===== src/rtl/dpu_sched_pkg.sv =====
// Shared types, widths and the round-robin pick function for the dpu scheduler.
package dpu_sched_pkg;

   localparam int MAT_W   = 64;           // {m11,m12,m21,m22}, 16 b each
   localparam int ELEM_W  = 33;           // one product element
   localparam int RES_W   = 4 * ELEM_W;   // {o11,o12,o21,o22} = 132 b
   localparam int MAX_REQ = 8;            // widest requester vector supported

   typedef enum logic [1:0] {
      IDLE = 2'd0,
      RUN  = 2'd1,
      CAPT = 2'd2,
      RESP = 2'd3
   } state_t;

   // One-hot grant: search starts at ptr+1 and wraps modulo n.
   // valid is zero-extended to MAX_REQ so the function serves every NUM_REQ.
   function automatic logic [MAX_REQ-1:0] rr_pick(input logic [MAX_REQ-1:0] valid,
                                                  input logic [2:0]         ptr,
                                                  input int                 n);
      logic [MAX_REQ-1:0] grant;
      logic [2:0]         idx;
      grant = '0;
      for (int k = 1; k <= MAX_REQ; k++) begin
         if (k <= n) begin
            idx = 3'((int'(ptr) + k) % n);
            if (valid[idx] && (grant == '0)) grant[idx] = 1'b1;
         end
      end
      return grant;
   endfunction

endpackage


===== src/rtl/dpu_sched_rr_arbiter.sv =====
// Round-robin arbiter: combinational one-hot grant, pointer advanced on accept.
module rr_arbiter
   import dpu_sched_pkg::*;
#(
   parameter  int NUM_REQ = 4,
   localparam int IDX_W   = $clog2(NUM_REQ)
) (
   input  logic               clk,
   input  logic               rst_n,
   input  logic [NUM_REQ-1:0] i_req,
   input  logic               i_accept,
   output logic [NUM_REQ-1:0] o_grant,
   output logic [IDX_W-1:0]   o_grant_idx
);

   logic [IDX_W-1:0]   r_ptr;
   logic [MAX_REQ-1:0] w_pick;

   assign w_pick  = rr_pick(MAX_REQ'(i_req), 3'(r_ptr), NUM_REQ);
   assign o_grant = w_pick[NUM_REQ-1:0];

   // Encode the one-hot grant into an index for the pointer and the id register.
   always_comb begin
      // NOTE: default assigned before the loop so no path leaves o_grant_idx unassigned (no latch).
      o_grant_idx = '0;
      for (int i = 0; i < MAX_REQ; i++) begin
         if (w_pick[i]) o_grant_idx = IDX_W'(i);
      end
   end

   // Pointer remembers the last winner; reset value makes requester 0 win first.
   always_ff @(posedge clk or negedge rst_n) begin
      // NOTE: non-blocking assignments so every register samples pre-edge values.
      if (!rst_n)        r_ptr <= IDX_W'(NUM_REQ - 1);
      else if (i_accept) r_ptr <= o_grant_idx;
   end

endmodule


===== src/rtl/dpu_sched.sv =====
// Round-robin scheduler sharing one 2x2 matrix-multiply datapath among NUM_REQ
// requesters; one operation in flight, results returned tagged with requester id.
module dpu_sched
   import dpu_sched_pkg::*;
#(
   parameter  int NUM_REQ = 4,
   parameter  int DPU_LAT = 1,
   localparam int IDX_W   = $clog2(NUM_REQ)
) (
   input  logic                     clk,
   input  logic                     rst_n,
   input  logic [NUM_REQ-1:0]       req_valid,
   output logic [NUM_REQ-1:0]       req_ready,
   input  logic [NUM_REQ*MAT_W-1:0] req_mat1,
   input  logic [NUM_REQ*MAT_W-1:0] req_mat2,
   output logic [MAT_W-1:0]         dpu_mat1,
   output logic [MAT_W-1:0]         dpu_mat2,
   output logic                     dpu_busy,
   input  logic [RES_W-1:0]         dpu_out,
   output logic                     rsp_valid,
   input  logic                     rsp_ready,
   output logic [IDX_W-1:0]         rsp_id,
   output logic [RES_W-1:0]         rsp_out,
   output logic [31:0]              done_cnt
);

   state_t             r_state;
   state_t             w_next;
   logic [NUM_REQ-1:0] w_grant;
   logic [IDX_W-1:0]   w_grant_idx;
   logic               w_accept;
   logic [IDX_W-1:0]   r_id;
   logic [2:0]         r_cnt;

   rr_arbiter #(.NUM_REQ(NUM_REQ)) u_arb (
      .clk         (clk),
      .rst_n       (rst_n),
      .i_req       (req_valid),
      .i_accept    (w_accept),
      .o_grant     (w_grant),
      .o_grant_idx (w_grant_idx)
   );

   // Next state plus the combinational ready/accept, valid only while IDLE.
   always_comb begin
      w_next    = r_state;
      req_ready = '0;
      w_accept  = 1'b0;
      case (r_state)
         IDLE: begin
            if (|req_valid) begin
               req_ready = w_grant;
               w_accept  = 1'b1;
               w_next    = RUN;
            end
         end
         RUN:     if (r_cnt == 3'd1) w_next = CAPT;
         CAPT:    w_next = RESP;
         RESP:    if (rsp_ready) w_next = IDLE;
         default: w_next = IDLE;
      endcase
   end

   // State register.
   always_ff @(posedge clk or negedge rst_n) begin
      if (!rst_n) r_state <= IDLE;
      else        r_state <= w_next;
   end

   // Operand load, latency count, result capture and response handshake.
   always_ff @(posedge clk or negedge rst_n) begin
      if (!rst_n) begin
         dpu_mat1  <= '0;
         dpu_mat2  <= '0;
         dpu_busy  <= 1'b0;
         r_id      <= '0;
         r_cnt     <= '0;
         rsp_valid <= 1'b0;
         rsp_id    <= '0;
         rsp_out   <= '0;
         done_cnt  <= '0;
      end else begin
         case (r_state)
            IDLE: begin
               if (w_accept) begin
                  dpu_mat1 <= req_mat1[w_grant_idx*MAT_W +: MAT_W];
                  dpu_mat2 <= req_mat2[w_grant_idx*MAT_W +: MAT_W];
                  r_id     <= w_grant_idx;
                  dpu_busy <= 1'b1;
                  r_cnt    <= 3'(DPU_LAT);
               end
            end
            RUN: begin
               r_cnt <= r_cnt - 3'd1;
            end
            CAPT: begin
               rsp_out   <= dpu_out;
               rsp_id    <= r_id;
               rsp_valid <= 1'b1;
               dpu_busy  <= 1'b0;
            end
            RESP: begin
               if (rsp_ready) begin
                  rsp_valid <= 1'b0;
                  done_cnt  <= done_cnt + 32'd1;   // wraps to 0 after 0xFFFF_FFFF
               end
            end
            default: ;
         endcase
      end
   end

endmodule

===== config.mk =====
export PLATFORM = sky130hd
export DESIGN_NAME = dpu_sched
export DESIGN_NICKNAME = d
export VERILOG_FILES = /design/src/rtl/dpu_sched_pkg.sv /design/src/rtl/dpu_sched_rr_arbiter.sv /design/src/rtl/dpu_sched.sv
export SDC_FILE = /design/constraint.sdc
export NUM_CORES = 1
export LEC_CHECK = 0
export CAP_MARGIN = 25
export CORE_AREA = 2 2 365 367
export CTS_CLUSTER_SIZE = 30
export DETAILED_ROUTE_END_ITERATION = 10
export DIE_AREA = 0 0 367 369
export DONT_BUFFER_PORTS = 1
export PLACE_DENSITY = 0.33
export SLEW_MARGIN = 20
export SYNTH_ARGS = -nofsm -noshare
export SYNTH_HDL_FRONTEND = slang
export SYNTH_SLANG_ARGS = --single-unit

===== constraint.sdc =====
create_clock -name clk -period 4.74 [get_ports clk]
set_clock_uncertainty 0.05 [all_clocks]
set_input_delay 0.474 -clock clk [delete_from_list [all_inputs] [get_ports clk]]
set_output_delay 0.474 -clock clk [all_outputs]
set_load 0.02 [all_outputs]

==> flow_summary.json <==
{
  "max_cap_violations": 0,
  "cts_tree": "yes",
  "clock_latency_ns": 0.58,
  "cp_max_fo": 62,
  "drv_slew": 0,
  "total_leakage_power_nw": 8.498,
  "min_period_ns": 4.513,
  "gr-total-overflow": 0,
  "initial_core_util": 0.1314,
  "ant_nets": 0,
  "io_buffers": 0,
  "wl_per_cell_um": 24.15,
  "rsz0062_at_grt": "false",
  "grt_pass1_vias": 16560,
  "post-route-period-util": 0.9522,
  "worstPathRequired_ns": 5.22,
  "path_clk_slew_ns": 0.06,
  "hold_path.class": "input pin to asynchronous set/reset pin",
  "stdcell_area_mm2": 0.02327,
  "ioPinCount": 951,
  "die_y_um": 369,
  "fmax_mhz": 221.6,
  "cts-root-buf": "clkbuf_16",
  "die_area_mm2": 0.1354,
  "final.setup.tns_ns": 0,
  "yosysSeqAreaShare": 0.4431,
  "outcome": "complete, but fails checks",
  "post_dp_cell_area_mm2": 0.01906,
  "dr.pass1.iters": 6,
  "peakVddDrop_mv": 0.4887,
  "synthTopCellsByCount": "dfrtp_1 (303), nand4_1 (263), mux2_2 (212)",
  "clk_path_buf_depth": 3,
  "synth.avg_cell_area_um2": 10.02,
  "grt_max_degree": 306,
  "synth_top_area_cell": "dfrtp_1",
  "hold_buffers": 271,
  "syn_nets": 2385,
  "grt.total_usage": 0.1225,
  "gp_congestion": 0.9331,
  "areaGrowthSynthToFinish_pct": 35.08,
  "crit_type": "register to register",
  "ys_seq_elements": 305,
  "core-area_mm2": 0.1311,
  "synth-edff-count": 0,
  "ys.flop_type": "dfrtp_1",
  "cts.sinks": 305,
  "grt_pass1_wl_um": 123100,
  "violations": "negative hold slack",
  "cts_buffers": 42,
  "powerDensity_mw_per_mm2": 988.1,
  "arrival_ns": 4.99,
  "syn_inst": 1719,
  "hold_violations": 303,
  "place_hpwl_um": 65420,
  "ys_types": 56,
  "post-synth-top-count-cell": "dfrtp_1",
  "yosys_warnings": 0,
  "utilization": 0.1775,
  "tightest_slew_ns": 0.7900,
  "hold_ws_ns": -0.4593,
  "die_w_um": 367,
  "drc": 0,
  "drt_iter0_markers": 951,
  "final_nets": 2574,
  "synth_area_mm2": 0.01723,
  "netlist_top_cells_area": "dfrtp_1 (44%), mux2_2 (14%), nand4_1 (9.5%), a31oi_1 (4.8%), nand3_1 (4.0%)",
  "via_per_inst": 4.308,
  "rows": 133,
  "setup_viol_count_final": 0,
  "antenna_found_initial": 16,
  "drive_gt1_frac": 0.1869,
  "vias": 15960,
  "async_flop_share": 1.000,
  "h-tree-depth": 2,
  "setup.worst_path.end_class": "register",
  "synthDominantCellAreaShare": 0.4401,
  "max_slew_margin": 0.4733,
  "cp-start-kind": "register",
  "routed_wl_um": 89460
}
[path summary, 6_finish.rpt]
path / start / cells after the start / slack (ns) / end
hold / removal: rst_n / 0 / -0.46 / rsp_out[76]
setup / recovery: u_arb.r_ptr[0] / 12 / 0.23 / dpu_mat1[38]
setup reg to reg: u_arb.r_ptr[0] / 12 / 0.23 / dpu_mat1[38]
hold reg to reg: r_cnt[1] / 2 / 0.46 / r_cnt[1]
min in group clk: req_mat1[244] / 2 / 0.07 / dpu_mat1[52]
max in group asynchronous: rst_n / 0 / 4.45 / dpu_mat1[43]
[critical path, cell delays in order (launching register included)]
cell and delay, ns:
dfstp_2 0.68, inv_1 0.14, ha_2 0.40, mux4_2 0.43, a21bo_2 0.29, a211oi_2 0.22
nand2_2 0.15, a41oi_4 0.32, buf_12 0.19, buf_16 0.30, mux2_1 0.44, a31oi_1 0.17
dlygate4sd3_1 0.56
[registers in the layout, summed over array words and instances (netlist names), 2 cells and up]
register / flops
done_cnt: 32
dpu_mat1: 64
dpu_mat2: 64
r_cnt: 3
r_id: 2
r_state: 2
rsp_id: 2
rsp_out: 132
u_arb.r_ptr: 2
[logic make-up (layout without fill, tap and decap cells)]
kind of cell,Yosys count,in the layout,share of synthesized area
multiplexers,269,269,0.1783
adder cells (fa/ha/maj),15,15,0.01089
AO/OA/AOI/OAI,294,294,0.1050
buffers and inverters,198,415,0.06107
flip-flops,305,305,0.4431
AND/OR/NAND/NOR,607,608,0.1858
XOR/XNOR,31,31,0.01576
other,0,12,0
[repair_timing]
item / in CTS / in global routing
gates cloned: 0 / 1
pin swaps: 0 / 2
gates resized for setup: 3 / 5
endpoints found under the setup margin: 1 / 11
endpoints found under the hold margin: 564 / 305
buffers inserted: 0 / 6
[per-stage QoR]
step / hold WS [ns] / power (mW) / setup WS [ns] / instances
floorplan: 0.1284 / 15.33 / 1.201 / 1719
global placement: 0.1389 / 19.28 / 0.5191 / 3338
detailed placement: 0.1365 / 19.50 / 0.4925 / 3339
CTS: -0.5327 / 23.11 / 0.02604 / 3683
global route: -0.5288 / 24.62 / 0.01840 / 3702
finish: -0.4593 / 23.00 / 0.2265 / 3704
[layout by cell type (no fill, tap or decap), drive strengths merged, types with 12 or more instances in the layout]
cell           n
xnor2         24
diode         12
nand2         27
a31oi        133
nand3        139
nor2         148
nand4        263
dlygate4sd3  271
mux2         263
dfrtp        303
buf           60
a21oi        131
clkbuf        67
ha            15
[layout make-up]
type                            instances  area [µm²]
Tap cell                             1755        2196
Antenna cell                           12       30.03
Clock inverter                          7       62.56
Sequential cell                       305        7635
Inverter                               10       37.54
Clock buffer                           66        1262
Fill cell                           14630      107900
Multi-Input combinational cell       1217        8627
Timing Repair Buffer                  332        3423
[where the power goes]
group,switching [mW],total [mW],internal (mW)
clock network,1.28,3.10,1.82
logic,8.04,13.3,5.24
registers,2.72,6.61,3.89
total,12.0,23.0,11.0
[layer usage]
| metal | global-route usage | wire [µm] | vias to the layer above |
|---|---|---|---|
| met1 | 0.1371 | 33890 | 8046 |
| li1 | - | - | 6868 |
| met2 | 0.2139 | 44650 | 880 |
| met3 | 0.04207 | 8014 | 159 |
| met5 | 0 | 26 | - |
| met4 | 0.04516 | 2883 | 4 |
No activity file was read; power rests on OpenSTA's default activity.
